[src/rtl/uart_tx.sv]
// uart_tx: FIFO-buffered UART transmitter. Bytes pushed into a small
// first-word-fall-through FIFO are framed (start, 5-8 data bits LSB first,
// optional parity, 1 or 2 stop bits) and shifted onto a registered serial
// line, one bit per strobe from an external baud generator.

module sync_fifo_fwft_with_clear #(
    parameter int WIDTH = 8,
    parameter int DEPTH = 16
) (
    input  logic                   clk,
    input  logic                   rst_n,
    input  logic                   clear,
    input  logic                   wr_en,
    input  logic [WIDTH-1:0]       wr_data,
    input  logic                   rd_en,
    output logic [WIDTH-1:0]       rd_data,
    output logic                   full,
    output logic                   empty,
    output logic [$clog2(DEPTH):0] level
);
    localparam int AW = (DEPTH > 1) ? $clog2(DEPTH) : 1;
    localparam int LW = $clog2(DEPTH) + 1;

    logic [WIDTH-1:0] mem [DEPTH];
    logic [AW-1:0]    wr_ptr_reg;
    logic [AW-1:0]    rd_ptr_reg;
    logic [LW-1:0]    level_reg;
    logic             wr_ok;
    logic             rd_ok;

    // Clear has priority over both ports so a flush never leaves stale data.
    assign wr_ok = wr_en && !full && !clear;
    assign rd_ok = rd_en && !empty && !clear;

    assign full    = (level_reg == LW'(DEPTH));
    assign empty   = (level_reg == '0);
    assign level   = level_reg;
    // Head is read combinationally so it is valid the cycle after it is written.
    assign rd_data = mem[rd_ptr_reg];

    function automatic logic [AW-1:0] ptr_inc(input logic [AW-1:0] ptr);
        return (ptr == AW'(DEPTH - 1)) ? '0 : ptr + AW'(1);
    endfunction

    // Storage array write port (no reset on data).
    always_ff @(posedge clk) begin
        if (wr_ok) begin
            mem[wr_ptr_reg] <= wr_data;
        end
    end

    // Pointers and occupancy; a simultaneous write and read leaves the level unchanged.
    always_ff @(posedge clk) begin
        if (!rst_n || clear) begin
            wr_ptr_reg <= '0;
            rd_ptr_reg <= '0;
            level_reg  <= '0;
        end else begin
            if (wr_ok) wr_ptr_reg <= ptr_inc(wr_ptr_reg);
            if (rd_ok) rd_ptr_reg <= ptr_inc(rd_ptr_reg);
            case ({wr_ok, rd_ok})
                2'b10:   level_reg <= level_reg + LW'(1);
                2'b01:   level_reg <= level_reg - LW'(1);
                default: level_reg <= level_reg;
            endcase
        end
    end
endmodule

module uart_tx #(
    parameter int FIFO_DEPTH = 16
) (
    input  logic       clk,
    input  logic       rst_n,
    input  logic       i_parity,
    input  logic [1:0] i_data_bits,
    input  logic       i_stop_bits,
    input  logic       i_use_parity,
    input  logic [2:0] i_threshold_value,
    output logic       o_threshold,
    input  logic       i_fifo_clear,
    input  logic       i_fifo_wr_en,
    input  logic [7:0] i_fifo_wr_data,
    output logic       o_fifo_full,
    output logic       o_fifo_empty,
    input  logic       i_tx_strb,
    output logic       o_tx_strb_en,
    output logic       o_uart_tx,
    output logic       o_busy,
    output logic       o_overflow_error
);
    localparam int LW = $clog2(FIFO_DEPTH) + 1;

    typedef enum logic [2:0] {
        IDLE, LOAD, START, DATA, PARITY, STOP0, STOP1, DONE
    } state_t;

    state_t        state_reg, state_next;
    logic [7:0]    shift_reg;
    logic [2:0]    bit_cnt_reg;
    logic          parity_reg;
    logic [1:0]    data_bits_reg;
    logic          use_parity_reg;
    logic          stop2_reg;
    logic          tx_reg, tx_next;
    logic          overflow_reg;
    logic          threshold_reg;
    logic          fifo_rd;
    logic [7:0]    fifo_rd_data;
    logic [LW-1:0] fifo_level;
    logic          wr_accept;
    logic          have_data;
    logic          last_bit;
    logic [4:0]    thr_level;

    sync_fifo_fwft_with_clear #(
        .WIDTH (8),
        .DEPTH (FIFO_DEPTH)
    ) u_fifo (
        .clk     (clk),
        .rst_n   (rst_n),
        .clear   (i_fifo_clear),
        .wr_en   (i_fifo_wr_en),
        .wr_data (i_fifo_wr_data),
        .rd_en   (fifo_rd),
        .rd_data (fifo_rd_data),
        .full    (o_fifo_full),
        .empty   (o_fifo_empty),
        .level   (fifo_level)
    );

    // A byte accepted this cycle is already the FIFO head next cycle, so the
    // FSM may head for LOAD on the write itself; a clear cancels both.
    assign wr_accept = i_fifo_wr_en && !o_fifo_full && !i_fifo_clear;
    assign have_data = !i_fifo_clear && (!o_fifo_empty || wr_accept);
    assign last_bit  = (bit_cnt_reg == (3'd4 + {1'b0, data_bits_reg}));

    // State register.
    always_ff @(posedge clk) begin
        if (!rst_n) state_reg <= IDLE;
        else        state_reg <= state_next;
    end

    // Next-state logic; strobes only advance the bit-timed states.
    always_comb begin
        state_next = state_reg;
        case (state_reg)
            IDLE:    if (have_data) state_next = LOAD;
            LOAD:    state_next = START;
            START:   if (i_tx_strb) state_next = DATA;
            DATA:    if (i_tx_strb && last_bit) state_next = use_parity_reg ? PARITY : STOP0;
            PARITY:  if (i_tx_strb) state_next = STOP0;
            STOP0:   if (i_tx_strb) state_next = stop2_reg ? STOP1 : DONE;
            STOP1:   if (i_tx_strb) state_next = DONE;
            DONE:    state_next = have_data ? LOAD : IDLE;
            default: state_next = IDLE;
        endcase
    end

    // Output decode from the current state.
    always_comb begin
        tx_next      = 1'b1;
        o_tx_strb_en = 1'b0;
        fifo_rd      = 1'b0;
        o_busy       = (state_reg != IDLE);
        case (state_reg)
            LOAD:    fifo_rd = 1'b1;
            START:   begin tx_next = 1'b0;         o_tx_strb_en = 1'b1; end
            DATA:    begin tx_next = shift_reg[0]; o_tx_strb_en = 1'b1; end
            PARITY:  begin tx_next = parity_reg;   o_tx_strb_en = 1'b1; end
            STOP0:   o_tx_strb_en = 1'b1;
            STOP1:   o_tx_strb_en = 1'b1;
            default: ;
        endcase
    end

    // Frame datapath: capture byte and framing config at LOAD, shift on strobes.
    always_ff @(posedge clk) begin
        if (!rst_n) begin
            shift_reg      <= '0;
            bit_cnt_reg    <= '0;
            parity_reg     <= 1'b0;
            data_bits_reg  <= '0;
            use_parity_reg <= 1'b0;
            stop2_reg      <= 1'b0;
        end else if (state_reg == LOAD) begin
            shift_reg      <= fifo_rd_data;
            bit_cnt_reg    <= '0;
            parity_reg     <= i_parity;
            data_bits_reg  <= i_data_bits;
            use_parity_reg <= i_use_parity;
            stop2_reg      <= i_stop_bits;
        end else if (state_reg == DATA && i_tx_strb) begin
            shift_reg   <= {1'b0, shift_reg[7:1]};
            bit_cnt_reg <= bit_cnt_reg + 3'd1;
            parity_reg  <= parity_reg ^ shift_reg[0];
        end
    end

    // Empty-threshold level select.
    always_comb begin
        thr_level = 5'd0;
        case (i_threshold_value)
            3'd0: thr_level = 5'd0;
            3'd1: thr_level = 5'd1;
            3'd2: thr_level = 5'd2;
            3'd3: thr_level = 5'd4;
            3'd4: thr_level = 5'd8;
            3'd5: thr_level = 5'd10;
            3'd6: thr_level = 5'd12;
            3'd7: thr_level = 5'd14;
            default: thr_level = 5'd0;
        endcase
    end

    // Registered line, overflow pulse and threshold flag.
    always_ff @(posedge clk) begin
        if (!rst_n) begin
            tx_reg        <= 1'b1;
            overflow_reg  <= 1'b0;
            threshold_reg <= 1'b0;
        end else begin
            tx_reg        <= tx_next;
            overflow_reg  <= i_fifo_wr_en && o_fifo_full;
            threshold_reg <= (5'(fifo_level) <= thr_level);
        end
    end

    assign o_uart_tx        = tx_reg;
    assign o_overflow_error = overflow_reg;
    assign o_threshold      = threshold_reg;
endmodule

[config.mk]
export PLATFORM = sky130hd
export DESIGN_NAME = uart_tx
export DESIGN_NICKNAME = d
export VERILOG_FILES = /design/src/rtl/uart_tx.sv
export SDC_FILE = /design/constraint.sdc
export NUM_CORES = 1
export LEC_CHECK = 0
export BUFFER_PORTS_ARGS = -buffer_cell sky130_fd_sc_hd__buf_2
export CAP_MARGIN = 10
export CORE_ASPECT_RATIO = 0.9
export CORE_MARGIN = 2
export CORE_UTILIZATION = 54
export DETAILED_ROUTE_END_ITERATION = 8
export PLACE_DENSITY = 0.75
export SLEW_MARGIN = 20
export SYNTH_ARGS = -nofsm -noshare
export SYNTH_HDL_FRONTEND = slang
export SYNTH_SLANG_ARGS = --single-unit
[constraint.sdc]
create_clock -name clk -period 3.5 [get_ports clk]
set_input_delay 0 -clock clk [delete_from_list [all_inputs] [get_ports clk]]
set_output_delay 0 -clock clk [all_outputs]
set_load 0.01 [all_outputs]
======== After elaboration in Yosys (flattened, before gate mapping) ========
Memory sizes are Yosys's and may differ from the RTL's. A register that Yosys moved wholly into a read port is not among the register bits.
Index checks and enable logic that the tools add are counted.
W data, S select, Z words.
cells by class
  add/sub/neg operators ................... 6
  $lt $le $gt $ge ......................... 1
  eq/ne operators ......................... 19
  multiplexer cells ....................... 24
  bitwise logic cells ..................... 2
  reduce and logical (&&, ||, !) cells .... 22
operators with widths
  operator               count
  $pmux W3 S8            1
  $mux W3                6
  $mux W4                4
  $mux W8                2
  $eq A3 B3 Y1 const B   4
  $ne A2 B2 Y1 const B   6
  $pmux W5 S2            1
  $mux W1                9
  $add A4 B1 Y4 const B  2
  $eq A4 B4 Y1 const B   2
  $logic_and A1 B1 Y1    8
  $eq A3 B2 Y1 const B   2
  $reduce_and A6 Y1      1
  $add A5 B1 Y5 const B  1
  $eq A5 B5 Y1 const B   1
  $le A5 B5 Y1           1
  $logic_not A5 Y1       1
  $reduce_or A5 Y1       1
  $sub A5 B1 Y5 const B  1
  $logic_not A1 Y1       4
  $reduce_bool A2 Y1     2
  $add A3 B1 Y3 const B  1
  $add A3 B2 Y3 const A  1
  $eq A3 B1 Y1 const B   1
  other kinds (10)       11
word-level totals
  bits in registers ....................... 35
  RAM bits ................................ 128
  memory bits (read-only) ................. 32
  memories ................................ 2
memories
  name             words  bits a word  rd ports  clocked after Yosys merged registers in  write ports  RTL line  RTL
  u_fifo.mem       16     8            1         1                                        1            24        logic [WIDTH-1:0] mem [DEPTH];
  (no name shown)  8      4            1         0                                        0            203       case (i_threshold_value)

======== Depth between registers and ports, before layout ========
  depth after elaboration ................. 8
  mapped depth ............................ 12
  gate-level depth less buffers ........... 11

======== Hierarchy ========
From an unflattened synthesis, not the netlist that was laid out.
second synthesis, totals
  cells, all modules ...................... 434
  area total of the unflattened synthesis .. 7118.1 um2
modules (own cells, without submodules)
  module                     instances  cells each  area each (um2)  seq. area each (um2)
  sync_fifo_fwft_with_clear  1          302         5944.5           4184.0
  uart_tx                    1          132         1173.6           440.4

======== Least setup slack after synthesis ========
OpenSTA, ideal clock, no wires.
  path type ............................... register to register
  start point ............................. register state_reg[1]
  end point ............................... register u_fifo.level_reg[4], in the netlist u_fifo.level[4]
  arrival ................................. 2559 ps
  required time ........................... 3372 ps
  slack ................................... 813 ps
  cell stages (with the launch flop) ...... 12
  buffers on the path ..................... 1
  period minus slack after synthesis ...... 2687 ps
  cells stage by stage .................... dfxtp_1 > buf_6 > or4b_4 > a21oi_4 > ha_1 > xor2_1 > ha_1 > a211o_1 > a211o_1 > a31oi_1 > xnor2_1 > nor2_1
between the ends
  cells in the longest elaborated chain, start to end .. 6
RTL lines
  item                                                      RTL line  RTL
  from (decl)                                               98        state_t state_reg, state_next;
  from (signal assigned)                                    141       else state_reg <= state_next;
  $eq A3 B1 Y1 *                                            166       case (state_reg)
  $mux W1 *                                                 166
  $logic_and A1 B1 Y1 * (2 in a row)                        33        assign rd_ok = rd_en && !empty && !clear;
  $eq A2 B1 Y1 / $eq A2 B2 Y1 (equally long branches)       61        case ({wr_ok, rd_ok})
  $pmux W5 S2 / $reduce_bool A2 Y1 (equally long branches)  -
  to (signal assigned)                                      62        2'b10: level_reg <= level_reg + LW'(1);
  to (signal assigned)                                      63        2'b01: level_reg <= level_reg - LW'(1);
  to (signal assigned)                                      64        default: level_reg <= level_reg;
  to (decl)                                                 27        logic [LW-1:0] level_reg;
Mark *: on every way between the ends. The rest lies on a longest branch, timed or not.
A chain may end at the register's enable or synchronous reset.

======== Worst setup path in the final report ========
  start point ............................. register u_fifo.level_reg[2], in the netlist u_fifo.level[2]
  end point ............................... register u_fifo.level_reg[4], in the netlist u_fifo.level[4]
between the ends
  cells in the longest elaborated chain, start to end .. 6
RTL lines
  item                                                      RTL line
  $eq A5 B5 Y1 / $logic_not A5 Y1 (equally long branches)   35, 36
  $logic_not A1 Y1 (on tied branches)                       32, 33
  $logic_and A1 B1 Y1 (on tied branches) (2 in a row)       32, 33
  $eq A2 B1 Y1 / $eq A2 B2 Y1 (equally long branches)       61
  $pmux W5 S2 / $reduce_bool A2 Y1 (equally long branches)  -
Several ways; a longest one is shown, not always the timed one.

==> results.txt <==
----------------------------------------------------
[Yosys]
  Most common flop cell mapped by yosys ... edfxtp_1
  Area leader, netlist ... edfxtp_1
  Async S/R FF share, synth ... 0
  Synth top area cells ... edfxtp_1 55%, dfxtp_1 11%, mux4_2 10%, mux2i_1 3.3%, ha_1 2.5%
  Count leader, synth ... edfxtp_1
  Combined area of all synthesized cells ... 0.00699 mm^2
  Sequential share of the synthesized area ... 0.661
  Syn Area/Cell ... 15.7 um^2
  Yosys warnings ... 0
  Number of unique standard cell types used by synthesis ... between 50 and 60
  Net count after synthesis ... 481
  Number of synthesized flops with an enable pin ... 128
  Cells after synthesis ... 446
  Flip-flop and latch count after synthesis ... roughly 170
  List of most frequent post-synthesis cells ... 128 x edfxtp_1, 39 x dfxtp_1, 32 x mux4_2, 32 x nor2_1, 24 x nand2_1
  Top-area cell type share of the netlist area ... 0.550

[Floorplanning]
  Number of ports placed on the die boundary ... 28
  Starting density of the core ... 0.551
  Core footprint ... 0.0127 mm^2
  Die Span Y ... ~110 um
  Total die area ... 0.0139 mm^2
  Die X-Extent ... 124 um
  Std-Cell Rows ... 39

[Setup path]
  Required time at the endpoint of the critical path ... 3.79 ns
  Maximum cell stage delay along the critical path ... 0.59 ns
  Worst EP arrival ... 3.35 ns
  Type of element capturing the critical path ... flip-flop
  Critical Path Source Type ... flip-flop
  Series of cell instances along the critical path ... nor4_4, a211oi_4, inv_1, ha_1, xor2_1, ha_1, a211o_1, a211o_1, a31oi_1, xnor2_1, nor2_1
  Top fanout value on the critical path ... 11
  Class of the most critical setup path ... reg2reg
  Cell type of the slowest stage on the worst timing path ... dfxtp_1

[Final layout]
  Layout Utilization ... 0.637
  Count of antenna diodes in the layout ... 0
  Non-filler instance count after layout ... 677
  Summed area of non-filler cells in the final layout ... between 0.008 and 0.009 mm^2
  Synth-to-Final Area Change ... 15.6%
  Final net count ... roughly 540
  Largest register FFs ... 128
  Fraction of final layout cells with drive strength greater than 1 ... 0.220

[Global routing]
  Remaining Overflow, GRT ... 0
  Wire length of the first global-routing pass ... about 22,000 um
  Antenna violations before repair ... 0
  Via count of the first global-routing pass ... 3,948
  GRT Resource Usage Total ... 0.216
  Largest net degree at the start of global routing ... 33

[CTS]
  Clock sink count ... 167
  Maximum buffer depth of the clock tree ... 2
  Setup Fix Bufs, Post-CTS ... 0
  Clock Root Buffer ... clkbuf_16
  Cts bufs inserted ... 17
  # H-tree levels ... 4
  Clock latency at the later pin of the worst-skew pair ... 0.42 ns
  Clock-pin transition on the worst setup and hold timing paths ... 0.07 ns
  TritonCTS clock tree ... done

[Routing]
  DRC violations left ... 0
  Post-detailed-routing wire length ... 13,900 um
  Number of DRC markers after the initial detailed-route iteration ... 370
  Drt via density ... 5.82
  Via count ... between 3,000 and 4,000
  Count of TritonRoute iterations in the first routing pass ... 4
  Wire length per cell ... between 20 and 25 um
  Antenna Violating Nets Remaining ... 0

[Timing]
  Max-slew violation count ... 0
  Period utilisation layout ... 0.874
  Post-route minimum period ... 3.06 ns
  Rel. slew slack ... 0.366
  Post-Route Skew ... 0.0103 ns
  Max Freq ... 327 MHz
  Setup violators final ... 0
  Unrepaired setup endpoints after global routing ... false
  Setup_tns ... 0 ns
  Total count of hold-check failures in the final report ... 0
  Transition time at the pin with the least slew margin ... 0.947 ns

[Power and ir drop]
  Power density over cell area ... 523 mW/mm^2
  Final Power ... 4.23 mW
  Worst VDD drop ... 0.387 mV
  Leakage power of the design ... 2.70 nW

[Placed design]
  Final HPWL from detailed placement ... 8850 um
  Total instance count after detailed placement ... approximately 630
  Total cell area at the placement stage ... 0.00729 mm^2
  GP Congestion ... 0.841
  Input/output buffers ... 27

[Hold path]
  HP Class ... in2reg

[Flow run]
  Maxcap violations ... 0

[Outcome]
  Status ... finished clean

----------------------------------------------------
[area by class of cell]
type                       instances  area, um^2
sequential                       167        4630
multi-input combinational        246        2200
tap                              164         205
inverter                          10        37.5
fill                             896        4600
clock inverter                    14         165
clock buffer                      18         429
timing repair buffer              58         418
[placed cells by master, fill, tap and decap left out, types with 4 or more instances in the layout]
master	netlist	final
edfxtp_1	128	128
dfxtp_1	39	38
nor2_1	32	32
mux4_2	32	32
buf_2	8	27
nand2_1	24	24
mux2i_1	23	23
dlygate4sd3_1	0	20
a21oi_1	18	18
o21ai_0	17	17
clkbuf_16	0	17
ha_1	14	14
buf_4	4	11
inv_1	10	10
xor2_1	8	8
nand2b_1	5	5
nor3_1	5	5
a21boi_0	4	4
xnor2_1	4	4
and3_1	4	4
o22a_1	4	4
inv_6	0	4
[per-layer routing]
metal | track usage | part of all wire | vias up
met5 | 0 | 0 | -
met4 | 0.0547 | 0.013 | 0
met3 | 0.0512 | 0.059 | 18
met2 | 0.345 | 0.49 | 122
met1 | 0.303 | 0.44 | 1966
li1 | - | - | 1833
[critical path, delay by kind of cell, from the launching register on]
| kind | cells | cell delay [ns] |
|---|---|---|
| DFF | 1 | 0.59 |
| xor gates and xnor gates | 2 | 0.31 |
| buffers and inverters | 1 | 0.12 |
| AOI/OAI and AO/OA | 4 | 1.20 |
| and+or+nand+nor | 2 | 0.18 |
| adders and majority gates | 2 | 0.52 |
[worst paths after layout]
kind / endpoint / startpoint / cells after the start / slack (ns)
hold / removal: u_fifo.wr_ptr_reg[0] / i_fifo_clear / 4 / 0.06
setup reg to reg: u_fifo.level[4] / u_fifo.level[2] / 11 / 0.44
setup / recovery: u_fifo.level[4] / u_fifo.level[2] / 11 / 0.44
hold reg to reg: flip-flop / u_fifo.rd_ptr_reg[1] / 2 / 0.52
[through the flow]
step / hold WS (ns) / worst slack [ns]
CTS: 0.0677 / 0.476
detailed placement: 0.265 / 0.494
global placement: 0.256 / 0.601
global route: 0.0880 / 0.253
floorplan: 0.0989 / 0.813
finish: 0.0638 / 0.442
[power by group]
part / total (mW) / internal [mW] / switching [mW] / leakage, nW
clock: 1.89 / 1.07 / 0.811 / 0.284
combinational: 0.170 / 0.0741 / 0.0960 / 0.942
sequential: 2.18 / 2.15 / 0.0233 / 1.47
[kinds of logic (layout without fill, tap and decap cells)]
family,after synthesis,after routing,synth area share
AOI/OAI and AO/OA,67,67,0.0635
and+or+nand+nor,97,97,0.0741
xor gates and xnor gates,12,12,0.0150
muxes,56,56,0.138
buffers and inverters,33,100,0.0234
adders and majority gates,14,14,0.0250
DFF,167,167,0.661
[what timing repair did]
item                                   CTS  global route
resized for setup                        0             0
hold buffers                            20             0
endpoints found under the hold margin  136             0
Note: power is estimated with default switching activity, not from simulation.
